==> src/rtl/pipe_hazard_ctrl_pkg.sv <==
// Shared types and constants for the pipeline hazard controller.
package pipe_hazard_ctrl_pkg;

  localparam int REG_IDX_W = 5;
  localparam logic [31:0] NOP_INSTR = 32'h0000_0013;

  typedef enum logic [1:0] {
    ST_RUN      = 2'd0,
    ST_LD_STALL = 2'd1,
    ST_MEM_WAIT = 2'd2,
    ST_ERROR    = 2'd3
  } state_t;

endpackage

==> src/rtl/pipe_hazard_ctrl_if.sv <==
// Hazard-detection inputs and pipeline-control outputs of the hazard controller.
interface pipe_hazard_ctrl_if
  import pipe_hazard_ctrl_pkg::*;
#(
  parameter int CNT_W = 16
);
  logic                 idex_memread_i;
  logic [REG_IDX_W-1:0] idex_rd_i;
  logic [REG_IDX_W-1:0] ifid_rs1_i;
  logic [REG_IDX_W-1:0] ifid_rs2_i;
  logic                 ifid_uses_rs2_i;
  logic                 exmem_branch_taken_i;
  logic                 dmem_busy_i;
  logic                 pc_en_o;
  logic                 pc_sel_branch_o;
  logic                 ifid_en_o;
  logic                 idex_en_o;
  logic                 exmem_en_o;
  logic                 memwb_en_o;
  logic                 ifid_flush_o;
  logic                 idex_bubble_o;
  logic                 exmem_flush_o;
  logic [CNT_W-1:0]     stall_cnt_o;
  logic [CNT_W-1:0]     flush_cnt_o;
  logic                 err_timeout_o;

  modport master (
    output idex_memread_i, idex_rd_i, ifid_rs1_i, ifid_rs2_i, ifid_uses_rs2_i,
           exmem_branch_taken_i, dmem_busy_i,
    input  pc_en_o, pc_sel_branch_o, ifid_en_o, idex_en_o, exmem_en_o, memwb_en_o,
           ifid_flush_o, idex_bubble_o, exmem_flush_o, stall_cnt_o, flush_cnt_o,
           err_timeout_o
  );

  modport slave (
    input  idex_memread_i, idex_rd_i, ifid_rs1_i, ifid_rs2_i, ifid_uses_rs2_i,
           exmem_branch_taken_i, dmem_busy_i,
    output pc_en_o, pc_sel_branch_o, ifid_en_o, idex_en_o, exmem_en_o, memwb_en_o,
           ifid_flush_o, idex_bubble_o, exmem_flush_o, stall_cnt_o, flush_cnt_o,
           err_timeout_o
  );

endinterface

==> src/rtl/pipe_hazard_ctrl_sat_counter.sv <==
// Event counter that sticks at all-ones instead of wrapping.
module sat_counter #(
  parameter int W = 16
) (
  input  logic         clk,
  input  logic         arst_n,
  input  logic         inc,
  output logic [W-1:0] count
);

  logic [W-1:0] r_count;

  // Count up on inc until saturated.
  always_ff @(posedge clk or negedge arst_n) begin
    if (!arst_n) begin
      r_count <= {W{1'b0}};
    end else if (inc && (r_count != {W{1'b1}})) begin
      r_count <= r_count + {{(W-1){1'b0}}, 1'b1};
    end else begin
      r_count <= r_count;
    end
  end

  assign count = r_count;

endmodule

==> src/rtl/pipe_hazard_ctrl.sv <==
// Pipeline hazard controller: load-use bubbles, branch flushes, data-memory
// freeze with timeout watchdog, and saturating stall/flush statistics.
module pipe_hazard_ctrl
  import pipe_hazard_ctrl_pkg::*;
#(
  parameter int CNT_W   = 16,
  parameter int TIMEOUT = 64
) (
  input logic               clk,
  input logic               arst_n,
  pipe_hazard_ctrl_if.slave bus
);

  localparam logic [7:0] L_TIMEOUT = 8'(TIMEOUT);

  state_t           r_state;
  logic [7:0]       r_wait_cnt;
  logic             r_err;
  logic [7:0]       w_wait_next;
  logic             w_load_use;
  logic             w_ld_stall;
  logic             w_stall_inc;
  logic             w_flush_inc;
  logic [8:0]       w_ctrl;
  logic [CNT_W-1:0] w_stall_cnt;
  logic [CNT_W-1:0] w_flush_cnt;

  assign w_load_use = bus.idex_memread_i && (bus.idex_rd_i != 5'd0) &&
                      ((bus.idex_rd_i == bus.ifid_rs1_i) ||
                       (bus.ifid_uses_rs2_i && (bus.idex_rd_i == bus.ifid_rs2_i)));

  // Entering MEM_WAIT counts as the first busy cycle.
  assign w_wait_next = (r_state == ST_MEM_WAIT) ? (r_wait_cnt + 8'd1) : 8'd1;

  // Control decode; w_ctrl = {pc_en, sel, ifid_en, idex_en, exmem_en, memwb_en,
  // ifid_flush, idex_bubble, exmem_flush}.
  always_comb begin
    w_ctrl      = 9'b0_0000_0000;
    w_ld_stall  = 1'b0;
    w_stall_inc = 1'b0;
    w_flush_inc = 1'b0;
    if (arst_n && (r_state != ST_ERROR)) begin
      if (bus.dmem_busy_i) begin
        w_stall_inc = 1'b1;
      end else if (bus.exmem_branch_taken_i) begin
        w_ctrl      = 9'b1_1111_1111;
        w_flush_inc = 1'b1;
      end else if (w_load_use && (r_state != ST_LD_STALL)) begin
        w_ctrl      = 9'b0_0011_1010;
        w_ld_stall  = 1'b1;
        w_stall_inc = 1'b1;
      end else begin
        w_ctrl      = 9'b1_0111_1000;
      end
    end else begin
      w_ctrl = 9'b0_0000_0000;
    end
  end

  // Hazard FSM, wait-state watchdog and sticky timeout error.
  always_ff @(posedge clk or negedge arst_n) begin
    if (!arst_n) begin
      r_state    <= ST_RUN;
      r_wait_cnt <= 8'd0;
      r_err      <= 1'b0;
    end else begin
      case (r_state)
        ST_RUN, ST_LD_STALL, ST_MEM_WAIT: begin
          if (bus.dmem_busy_i) begin
            r_wait_cnt <= w_wait_next;
            if (w_wait_next >= L_TIMEOUT) begin
              r_state <= ST_ERROR;
              r_err   <= 1'b1;
            end else begin
              r_state <= ST_MEM_WAIT;
            end
          end else begin
            r_wait_cnt <= 8'd0;
            r_state    <= ((r_state == ST_RUN) && w_ld_stall) ? ST_LD_STALL : ST_RUN;
          end
        end
        default: begin
          r_state <= ST_ERROR;
        end
      endcase
    end
  end

  sat_counter #(.W(CNT_W)) u_stall_cnt (
    .clk    (clk),
    .arst_n (arst_n),
    .inc    (w_stall_inc),
    .count  (w_stall_cnt)
  );

  sat_counter #(.W(CNT_W)) u_flush_cnt (
    .clk    (clk),
    .arst_n (arst_n),
    .inc    (w_flush_inc),
    .count  (w_flush_cnt)
  );

  assign {bus.pc_en_o, bus.pc_sel_branch_o, bus.ifid_en_o, bus.idex_en_o,
          bus.exmem_en_o, bus.memwb_en_o, bus.ifid_flush_o, bus.idex_bubble_o,
          bus.exmem_flush_o} = w_ctrl;
  assign bus.stall_cnt_o   = w_stall_cnt;
  assign bus.flush_cnt_o   = w_flush_cnt;
  assign bus.err_timeout_o = r_err;

endmodule

==> src/flat_wrapper.sv <==
// flat-port wrapper written by rule: the top's interface ports become plain ports
module pipe_hazard_ctrl_flat import pipe_hazard_ctrl_pkg::*;
#(
  parameter int CNT_W   = 16,
  parameter int TIMEOUT = 64
)
  (clk, arst_n, bus_idex_memread_i, bus_idex_rd_i, bus_ifid_rs1_i, bus_ifid_rs2_i, bus_ifid_uses_rs2_i, bus_exmem_branch_taken_i, bus_dmem_busy_i, bus_pc_en_o, bus_pc_sel_branch_o, bus_ifid_en_o, bus_idex_en_o, bus_exmem_en_o, bus_memwb_en_o, bus_ifid_flush_o, bus_idex_bubble_o, bus_exmem_flush_o, bus_stall_cnt_o, bus_flush_cnt_o, bus_err_timeout_o);
  pipe_hazard_ctrl_if #(.CNT_W(CNT_W)) bus_i ();
  input logic clk;
  input logic arst_n;
  input wire logic [$bits(bus_i.idex_memread_i)-1:0] bus_idex_memread_i;
  input wire logic [$bits(bus_i.idex_rd_i)-1:0] bus_idex_rd_i;
  input wire logic [$bits(bus_i.ifid_rs1_i)-1:0] bus_ifid_rs1_i;
  input wire logic [$bits(bus_i.ifid_rs2_i)-1:0] bus_ifid_rs2_i;
  input wire logic [$bits(bus_i.ifid_uses_rs2_i)-1:0] bus_ifid_uses_rs2_i;
  input wire logic [$bits(bus_i.exmem_branch_taken_i)-1:0] bus_exmem_branch_taken_i;
  input wire logic [$bits(bus_i.dmem_busy_i)-1:0] bus_dmem_busy_i;
  output wire logic [$bits(bus_i.pc_en_o)-1:0] bus_pc_en_o;
  output wire logic [$bits(bus_i.pc_sel_branch_o)-1:0] bus_pc_sel_branch_o;
  output wire logic [$bits(bus_i.ifid_en_o)-1:0] bus_ifid_en_o;
  output wire logic [$bits(bus_i.idex_en_o)-1:0] bus_idex_en_o;
  output wire logic [$bits(bus_i.exmem_en_o)-1:0] bus_exmem_en_o;
  output wire logic [$bits(bus_i.memwb_en_o)-1:0] bus_memwb_en_o;
  output wire logic [$bits(bus_i.ifid_flush_o)-1:0] bus_ifid_flush_o;
  output wire logic [$bits(bus_i.idex_bubble_o)-1:0] bus_idex_bubble_o;
  output wire logic [$bits(bus_i.exmem_flush_o)-1:0] bus_exmem_flush_o;
  output wire logic [$bits(bus_i.stall_cnt_o)-1:0] bus_stall_cnt_o;
  output wire logic [$bits(bus_i.flush_cnt_o)-1:0] bus_flush_cnt_o;
  output wire logic [$bits(bus_i.err_timeout_o)-1:0] bus_err_timeout_o;
  assign bus_i.idex_memread_i = bus_idex_memread_i;
  assign bus_i.idex_rd_i = bus_idex_rd_i;
  assign bus_i.ifid_rs1_i = bus_ifid_rs1_i;
  assign bus_i.ifid_rs2_i = bus_ifid_rs2_i;
  assign bus_i.ifid_uses_rs2_i = bus_ifid_uses_rs2_i;
  assign bus_i.exmem_branch_taken_i = bus_exmem_branch_taken_i;
  assign bus_i.dmem_busy_i = bus_dmem_busy_i;
  assign bus_pc_en_o = bus_i.pc_en_o;
  assign bus_pc_sel_branch_o = bus_i.pc_sel_branch_o;
  assign bus_ifid_en_o = bus_i.ifid_en_o;
  assign bus_idex_en_o = bus_i.idex_en_o;
  assign bus_exmem_en_o = bus_i.exmem_en_o;
  assign bus_memwb_en_o = bus_i.memwb_en_o;
  assign bus_ifid_flush_o = bus_i.ifid_flush_o;
  assign bus_idex_bubble_o = bus_i.idex_bubble_o;
  assign bus_exmem_flush_o = bus_i.exmem_flush_o;
  assign bus_stall_cnt_o = bus_i.stall_cnt_o;
  assign bus_flush_cnt_o = bus_i.flush_cnt_o;
  assign bus_err_timeout_o = bus_i.err_timeout_o;
  pipe_hazard_ctrl #(.CNT_W(CNT_W), .TIMEOUT(TIMEOUT)) u_core (.clk(clk), .arst_n(arst_n), .bus(bus_i));
endmodule
==> config.mk <==
export PLATFORM = sky130hd
export DESIGN_NAME = pipe_hazard_ctrl_flat
export DESIGN_NICKNAME = d
export VERILOG_FILES = /design/src/rtl/pipe_hazard_ctrl_pkg.sv /design/src/rtl/pipe_hazard_ctrl_if.sv /design/src/rtl/pipe_hazard_ctrl_sat_counter.sv /design/src/rtl/pipe_hazard_ctrl.sv /design/src/flat_wrapper.sv
export SDC_FILE = /design/constraint.sdc
export NUM_CORES = 1
export LEC_CHECK = 0
export BUFFER_PORTS_ARGS = -buffer_cell sky130_fd_sc_hd__buf_2
export CAP_MARGIN = 20
export CORE_MARGIN = 1
export CORE_UTILIZATION = 47
export DETAILED_ROUTE_END_ITERATION = 12
export PLACE_DENSITY_LB_ADDON = 0.05
export SLEW_MARGIN = 20
export SYNTH_ARGS = -nofsm -noshare
export SYNTH_HDL_FRONTEND = slang
export SYNTH_SLANG_ARGS = --single-unit
==> constraint.sdc <==
create_clock -name clk -period 1.81 [get_ports clk]
set_clock_uncertainty 0.15 [all_clocks]
set_input_delay 0.181 -clock clk [delete_from_list [all_inputs] [get_ports clk]]
set_output_delay 0.181 -clock clk [all_outputs]
set_load 0.005 [all_outputs]
## Word-level counts from Yosys, hierarchy flattened

Cells that the tools add are included.

| operators by class | value |
|---|---|
| add/sub/neg operators | 3 |
| equal/unequal tests | 8 |
| $lt $le $gt $ge | 1 |
| muxes and demuxes | 19 |
| reduce and logical (&&, ||, !) cells | 13 |

Operator list:

| cell | count |
|---|---|
| 9-bit two-way mux | 4 |
| 16-bit by 1-bit adder with 16-bit output (second input constant) | 2 |
| 16-bit != test (second input constant) | 2 |
| 8-bit two-way mux | 2 |
| 1-bit two-way mux | 11 |
| 5-bit equality test | 2 |
| 8-bit by 1-bit adder with 8-bit output (second input constant) | 1 |
| 8-bit by 7-bit >= comparator with 1-bit output (second input constant) | 1 |
| 1-bit logical AND | 8 |
| 5-bit nonzero test | 1 |
| 2-bit two-way mux | 2 |
| 3-bit AND reduction | 1 |
| 3-bit OR reduction | 1 |
| 2-bit by 1-bit equality test with 1-bit output (second input constant) | 1 |
| 2-bit equality test (second input constant) | 1 |
| 2-bit zero test | 1 |
| 2-bit by 1-bit != test with 1-bit output (second input constant) | 1 |
| 2-bit != test (second input constant) | 1 |
| 1-bit logical OR | 1 |

| storage, ports and cells | value |
|---|---|
| bits in registers | 43 |
| word-level logic and storage cells | 49 |
| output and inout bits | 42 |
| input bits | 21 |

## Logic depth before layout (Yosys ltp)

Gate-level depths: netlist (run 1).

| logic depth | value |
|---|---|
| depth in word-level cells | 13 |
| gate-level depth with buffers | 8 |

## Cells and area by module

Synthesis (run 1) repeated with hierarchy kept, for this count alone.

| unflattened totals | value |
|---|---|
| cells, all modules | 235 |
| area total of the unflattened synthesis | 2502.4 sq um |

Modules (own cells, without submodules):

| module | area each (sq um) | sequential area each (sq um) | cells an instance | times used |
|---|---|---|---|---|
| sat_counter | 859.6 | 400.4 | 72 | 2 |
| pipe_hazard_ctrl | 783.3 | 275.3 | 91 | 1 |

## Worst setup path before layout (run 1)

OpenSTA, ideal clock, no wires.

| timing path | value |
|---|---|
| path type | register to register |
| from | register u_core.u_stall_cnt.r_count[8] (netlist: u_core.u_stall_cnt.count[8]) |
| to | register u_core.u_stall_cnt.r_count[1] (netlist: u_core.u_stall_cnt.count[1]) |
| data required time | 1.535 ns |
| arrival time | 1.726 ns |
| clock period less this slack | 2.002 ns |
| path buffers | 1 |
| cell stages (with the launch flop) | 7 |
| setup time | 0.125 ns |
| setup slack | -0.192 ns |
| path through | dfrtp_1 nand2_1 nor3_1 nand3_1 a31oi_4 buf_6 mux2_4 |

| on the way | value |
|---|---|
| word-level cells in the longest chain between the ends | 2 |

Ends and longest elaborated chain:

| item | RTL line | source |
|---|---|---|
| start: declaration | pipe_hazard_ctrl_sat_counter.sv:11 | `logic [W-1:0] r_count;` |
| start signal: assignment | pipe_hazard_ctrl_sat_counter.sv:16 | `r_count <= {W{1'b0}};` |
| start signal: assignment | pipe_hazard_ctrl_sat_counter.sv:18 | `r_count <= r_count + {{(W-1){1'b0}}, 1'b1};` |
| start signal: assignment | pipe_hazard_ctrl_sat_counter.sv:20 | `r_count <= r_count;` |
| 16-bit != test | pipe_hazard_ctrl_sat_counter.sv:17 | `end else if (inc && (r_count != {W{1'b1}})) begin` |
| 1-bit logical AND | pipe_hazard_ctrl_sat_counter.sv:17 |  |

Every way passes these cells.
A chain may end at the register's enable or synchronous reset.

## Worst setup path after layout (run 1)

| timing path | value |
|---|---|
| from | input port bus_idex_rd_i[4] |
| to | output port bus_idex_bubble_o |

| on the way | value |
|---|---|
| word-level cells in the longest chain between the ends | 9 |
| elaborated cells between the ends (all ways) | 12 |
| those cells by class | eq/ne (2); mux (4); reduce/logical (6) |

Ends and longest elaborated chain:

| item | RTL line | source |
|---|---|---|
| start: declaration | flat_wrapper.sv:12 | `input wire logic [$bits(bus_i.idex_rd_i)-1:0] bus_idex_rd_i;` |
| 5-bit equality test | pipe_hazard_ctrl.sv:30 | `(bus.ifid_uses_rs2_i && (bus.idex_rd_i == bus.ifid_rs2_i)));` |
| 1-bit logical AND | pipe_hazard_ctrl.sv:30 |  |
| 1-bit logical OR | pipe_hazard_ctrl.sv:29 | `((bus.idex_rd_i == bus.ifid_rs1_i) \|\|` |
| 1-bit logical AND (*) | pipe_hazard_ctrl.sv:28 | `assign w_load_use = bus.idex_memread_i && (bus.idex_rd_i != 5'd0) &&` |
| 1-bit logical AND (*) | pipe_hazard_ctrl.sv:48 | `end else if (w_load_use && (r_state != ST_LD_STALL)) begin` |
| 9-bit two-way mux (*) | pipe_hazard_ctrl.sv:48 |  |
| 9-bit two-way mux (*) | pipe_hazard_ctrl.sv:45 | `end else if (bus.exmem_branch_taken_i) begin` |
| 9-bit two-way mux (*) | pipe_hazard_ctrl.sv:43 | `if (bus.dmem_busy_i) begin` |
| 9-bit two-way mux (*) | pipe_hazard_ctrl.sv:42 | `if (arst_n && (r_state != ST_ERROR)) begin` |
| end: declaration | flat_wrapper.sv:25 | `output wire logic [$bits(bus_i.idex_bubble_o)-1:0] bus_idex_bubble_o;` |

Every way passes the cells marked *; elsewhere a longest branch is shown, timed or not.

==> results of run 1 <==
==> cell type report <==
type	count	area, sq um
multi-input cells	172	1320
fillers	351	1250
flip-flops and latches	43	1080
repair buffers	130	853
clock buffers	8	100
well taps	54	67.6
inverters	6	22.5
==> worst max-delay path: stages <==
cell and delay (ns):
buf_6 0.09, or4_4 0.52, o21ai_2 0.15, and2b_2 0.26, a21oi_2 0.11, nor2_1 0.05
buf_2 0.12
==> cell usage after synthesis, drive strengths merged, types with 2 or more instances <==
| cell type | count | area share [%] |
|---|---|---|
| dfrtp | 43 | 47 |
| and2 | 3 | 0.82 |
| nand3 | 16 | 3.7 |
| a31oi | 3 | 1.5 |
| inv | 6 | 0.98 |
| buf | 8 | 2.6 |
| nor2 | 10 | 1.6 |
| nor3 | 10 | 2.4 |
| xor2 | 17 | 6.5 |
| nor4 | 2 | 0.55 |
| mux2 | 2 | 1.1 |
| xnor2 | 25 | 9.6 |
| a21oi | 4 | 0.88 |
| nand2 | 35 | 5.7 |
| ha | 3 | 1.6 |
| a22o | 2 | 0.77 |
| and3 | 6 | 1.6 |
| and4 | 3 | 1.1 |
| o21ai | 12 | 2.8 |
| nand4 | 8 | 2.2 |
==> cell families (layout without fill, tap and decap cells) <==
| group | count (synthesis) | count (layout) | share of synthesized area (%) |
|---|---|---|---|
| muxes | 2 | 2 | 1.15 |
| DFF | 43 | 43 | 47.0 |
| and+or+nand+nor | 99 | 99 | 22.2 |
| xor gates and xnor gates | 42 | 42 | 16.1 |
| buffers and inverters | 14 | 144 | 3.56 |
| adders and majority gates | 3 | 3 | 1.64 |
| AOI/OAI and AO/OA | 26 | 26 | 8.37 |
==> sequential cells by signal, summed over array words and instances (netlist names) <==
| register | count |
|---|---|
| u_core.r_wait_cnt | 8 |
| u_core.bus.err_timeout_o | 1 |
| u_core.u_stall_cnt.count | 16 |
| u_core.r_state | 2 |
| u_core.u_flush_cnt.count | 16 |
==> routing by layer <==
layer,global-route usage (%),vias up,wire (um)
li1,-,1057,-
met1,28.3,990,2350
met2,35.1,54,2500
met3,4.36,5,245
met4,8.50,0,80
met5,0,-,0
==> through the flow <==
step                setup TNS, ns  utilization (%)  setup WS, ns  cell area [sq um]  cells
finish                   -0.00932             73.3      -0.00527               3440    413
global route               -0.274             73.3       -0.0645               3440    413
CTS                       -0.0824             71.5       -0.0218               3360    411
detailed placement          -1.77             67.0        -0.194               3140    398
global placement            -1.61             67.0        -0.186               3140    398
floorplan                 -0.0610                -       -0.0610               2360    229
==> power by group through the flow <==
stage                     Sequential, uW  Clock (uW)  Combinational (uW)
after global placement              1150           0                 786
final                               1140         681                 838
after floorplan                     1240           0                 280
after CTS                           1140         704                 821
after detailed placement            1160           0                 803
after global routing                1160         727                 931
==> path summary, 6_finish.rpt <==
kind / from / end / slack (ns)
min in group clk: bus_dmem_busy_i / u_core.r_state[1] / 0.10
worst max-delay path: bus_idex_rd_i[4] / bus_idex_bubble_o / -0.005
worst min register to register: u_core.bus.err_timeout_o / u_core.bus.err_timeout_o / 0.32
worst min-delay path: arst_n / u_core.r_state[1] / 0.08
max in group asynchronous: arst_n / u_core.r_wait_cnt[7] / 0.35
worst max register to register: u_core.u_stall_cnt.count[5] / u_core.u_stall_cnt.count[1] / 0
==> repair_timing <==
| action | CTS | global route |
|---|---|---|
| cloned | 0 | 0 |
| endpoints found under the setup margin | 19 | 34 |
| resized for setup | 14 | 20 |
| hold endpoints to repair | 43 | 0 |
| pin swaps | 5 | 9 |
| setup buffers | 2 | 2 |
| hold buffers | 3 | 0 |
==> flow_summary.toml, run 1 <==
[outcome]
outcome = "finished with violations"
violations = "negative setup slack"

[timing]
setup_viol = 2
whs_ns = 0.0798
rsz0062_at_grt = "yes"
max_freq_mhz = 551
period_minus_slack_ns = 1.82
tightest_slew_ns = 0.414
fin_crit_sh_pct = 100
finalWorstSetupSlack_ns = -0.00527
slew_headroom_pct = 72.3
timing.final.hold_violations = 0
drv_slew = 0

[synthesis]
ys_ff_latch = 43
ys.flop_type = "dfrtp_1"
synthCells = 229
synth_nets = 253
synth_enable_flop_cells = 0
yosysSeqAreaShare_pct = 47.0
synth_area_sq_um = 2290
ys_async_sr_fraction_pct = 100
synth_cell_types = 38
avgSynthCellArea_sq_um = 9.99
synth_warnings = 0

[clocking]
clk_pin_slew_worst_paths_ns = 0.08
cts-root-buf = "clkbuf_8"
clock_latency_ns = 0.31
clock_sinks = 43
cts_buffers = 5
clockBufferDepth = 2
cts_max_level = 2
cts_tree = "yes"

[global_route]
antenna_found_initial = 0
grt_pass1_vias = 1965
grt_max_degree = 29
grt_pass1_wl_um = 8690
overflow = 0
grt_usage_pct = 21.6

[routing]
route.vias.total = 2106
drc = 0
vias_per_cell = 5.10
totalWireLength_um = 5170
detail-route-antenna-nets = 0
dr.pass1.iters = 4
drtIter0Drc = 52
wl_per_cell_um = 12.5

[pwr]
p_sw_uw = 777
p_leak_uw = 0.00176
seqPwrFrac_pct = 42.9
p_comb_share_pct = 31.5
p_int_uw = 1880
cellPowerDensity_nw_per_um2 = 773
switching_share_pct = 29.2
ir_drop_v = 0.000590
finalPower_uw = 2660
p_clk_share_pct = 25.6

[floorplanning]
core-area_sq_um = 4690
dieHeight_um = 71.8
pin_count = 63
rows = 25
dieArea_sq_um = 5150
initial_utilization_pct = 48.7
dieWidth_um = 71.8

[finish]
final_cell_mix = "buf_4, buf_2, dfrtp_1"
syn_to_final_growth_pct = 50.3
final_common_cell = "buf_4"
layout.nets = 382
diodes = 0
drive_gt1_share_pct = 47.9

[critical_path]
worstPathMaxFanout = 3
required_ns = 1.48
endpoint_kind = "output pin"
critPathKind = "primary input to output pin"
rr_worst_depth = 6
arrival_ns = 1.48
cp-start-kind = "primary input"

[placed_design]
io_buffers = 62
dpl.hpwl_um = 3770
routabilityCongestion = 0.798

[worst_hold_path]
min-delay-path-class = "primary input to asynchronous set/reset pin"

[run]
max_cap_viol_count = 0
(Power assumes the default switching activity.)
==> run 2: changes to the inputs <==
--- a/config.mk
+++ b/config.mk
@@ -11,6 +11,7 @@
 export CORE_UTILIZATION = 47
 export DETAILED_ROUTE_END_ITERATION = 12
 export PLACE_DENSITY_LB_ADDON = 0.05
+export REMOVE_ABC_BUFFERS = 1
 export SLEW_MARGIN = 20
 export SYNTH_ARGS = -nofsm -noshare
 export SYNTH_HDL_FRONTEND = slang
==> run 2 against run 1 <==
Net effect: the flow still finishes with violations (negative setup slack); clock-buffer cell count down 2; critical path type is now flop to flop; combinational power is 2% lower; via count up 1.9%; critical endpoint is now u_core.u_stall_cnt.count[1].
==> flow_summary.toml, run 2 (synthesis results as in run 1) <==
[finish]
syn_to_final_growth_pct = 52.9
final_common_cell = "buf_4"
design_area_sq_um = 3500
fillers = 353
drive_gt1_share_pct = 48.8
final_cell_mix = "buf_4, buf_2, dfrtp_1"
diodes = 0
layout.nets = 390

[clocking]
clockBufferDepth = 2
cts_max_level = 2
cts_buffers = 5
cts-root-buf = "clkbuf_8"
cts_tree = "yes"
clock_latency_ns = 0.30
clk_pin_slew_worst_paths_ns = 0.09
clock_sinks = 43

[critical_path]
required_ns = 1.85
critPathKind = "flop to flop"
worstPathMaxFanout = 7
endpoint_kind = "flop"
ff2ff_setup_slack_ns = -0.05
arrival_ns = 1.89
cp-start-kind = "flop"

[routing]
vias_per_cell = 5.10
route.vias.total = 2145
dr.pass1.iters = 4
wl_per_cell_um = 13.1
totalWireLength_um = 5520
detail-route-antenna-nets = 0
drc = 0
drtIter0Drc = 85

[run]
max_cap_viol_count = 0

[floorplanning]
dieArea_sq_um = 5150
dieWidth_um = 71.8
initial_utilization_pct = 48.7
rows = 25
pin_count = 63
dieHeight_um = 71.8
core-area_sq_um = 4690

[pwr]
switching_share_pct = 28.7
p_comb_share_pct = 29.7
p_sw_uw = 797
ir_drop_v = 0.000762
p_int_uw = 1980
seqPwrFrac_pct = 41.3
p_leak_uw = 0.00181
p_clk_share_pct = 29.0
finalPower_uw = 2770
cellPowerDensity_nw_per_um2 = 793

[outcome]
outcome = "finished with violations"
violations = "negative setup slack"

[timing]
tightest_slew_ns = 0.730
setup_viol = 5
period_minus_slack_ns = 1.86
timing.final.hold_violations = 0
slew_headroom_pct = 51.2
fin_crit_sh_pct = 103
rsz0062_at_grt = "yes"
max_freq_mhz = 538
finalSetupTns_ns = -0.0710
finalWorstSetupSlack_ns = -0.0472
drv_slew = 0
whs_ns = 0.139

[global_route]
grt_max_degree = 23
overflow = 0
grt_usage_pct = 22.3
antenna_found_initial = 0
grt_pass1_wl_um = 8930
grt_pass1_vias = 2020

[placed_design]
place_ws_ns = -0.181
postPlaceCellArea_sq_um = 3080
dpl.hpwl_um = 3740
io_buffers = 62
routabilityCongestion = 0.765

[worst_hold_path]
min-delay-path-class = "primary input to flop"
run 2: final timing paths:
check                                       startpoint                           end  cells after the start
hold reg to reg               u_core.bus.err_timeout_o      u_core.bus.err_timeout_o                      1
setup / recovery           u_core.u_stall_cnt.count[2]   u_core.u_stall_cnt.count[1]                      6
hold / removal                         bus_dmem_busy_i          u_core.r_wait_cnt[0]                      3
min in group asynchronous                       arst_n  u_core.u_stall_cnt.count[15]                      3
max in group asynchronous                       arst_n          u_core.r_wait_cnt[4]                      3
setup reg to reg           u_core.u_stall_cnt.count[2]   u_core.u_stall_cnt.count[1]                      6
run 2: power groups by stage:
stage	registers (uW)	clock network, uW	logic [uW]
final	1140	805	822
after global routing	1160	862	905
after CTS	1140	823	787
after detailed placement	1160	0	760
after global placement	1150	0	753
after floorplan	1240	0	256
run 2: metal layers:
metal  vias up  GRT usage [%]  wire length, um  part of all wire (%)
li1       1060              -                -                     -
met4         0           8.50               87                   1.6
met2        51           36.8             2690                    49
met1      1024           28.9             2460                    45
met3        10           4.78              284                   5.1
met5         -              0                0                     0
run 2: cell type report:
class                           count  area, sq um  area share (%)
Timing Repair Buffer              138          931            26.6
Tap cell                           54         67.6            1.93
Multi-Input combinational cell    172         1280            36.6
Sequential cell                    43         1080            30.8
Inverter                            6         22.5           0.644
Clock inverter                      2         38.8            1.11
Clock buffer                        6         82.6            2.36
run 2: per-stage QoR:
step	utilization (%)	instances
2_1_floorplan	-	221
3_3_place_gp	65.6	398
3_5_place_dp	65.6	398
4_1_cts	71.4	415
5_1_grt	74.5	421
6_report	74.5	421
run 2: worst max-delay path, cell delays in order, from the launching register on:
cell and delay (ns):
dfrtp_1 0.38, and4_4 0.22, and3_4 0.21, a31oi_4 0.10, a31oi_4 0.24, buf_12 0.16, mux2_4 0.29
run 2: timing repair:
item                                    in CTS  in global routing
resized for setup                           16                 21
endpoints found under the setup margin      23                 31
pin swaps                                   10                 14
hold buffers                                 3                  0
hold endpoints to repair                    43                  0
buffers inserted                             6                  5
cloned                                       0                  1
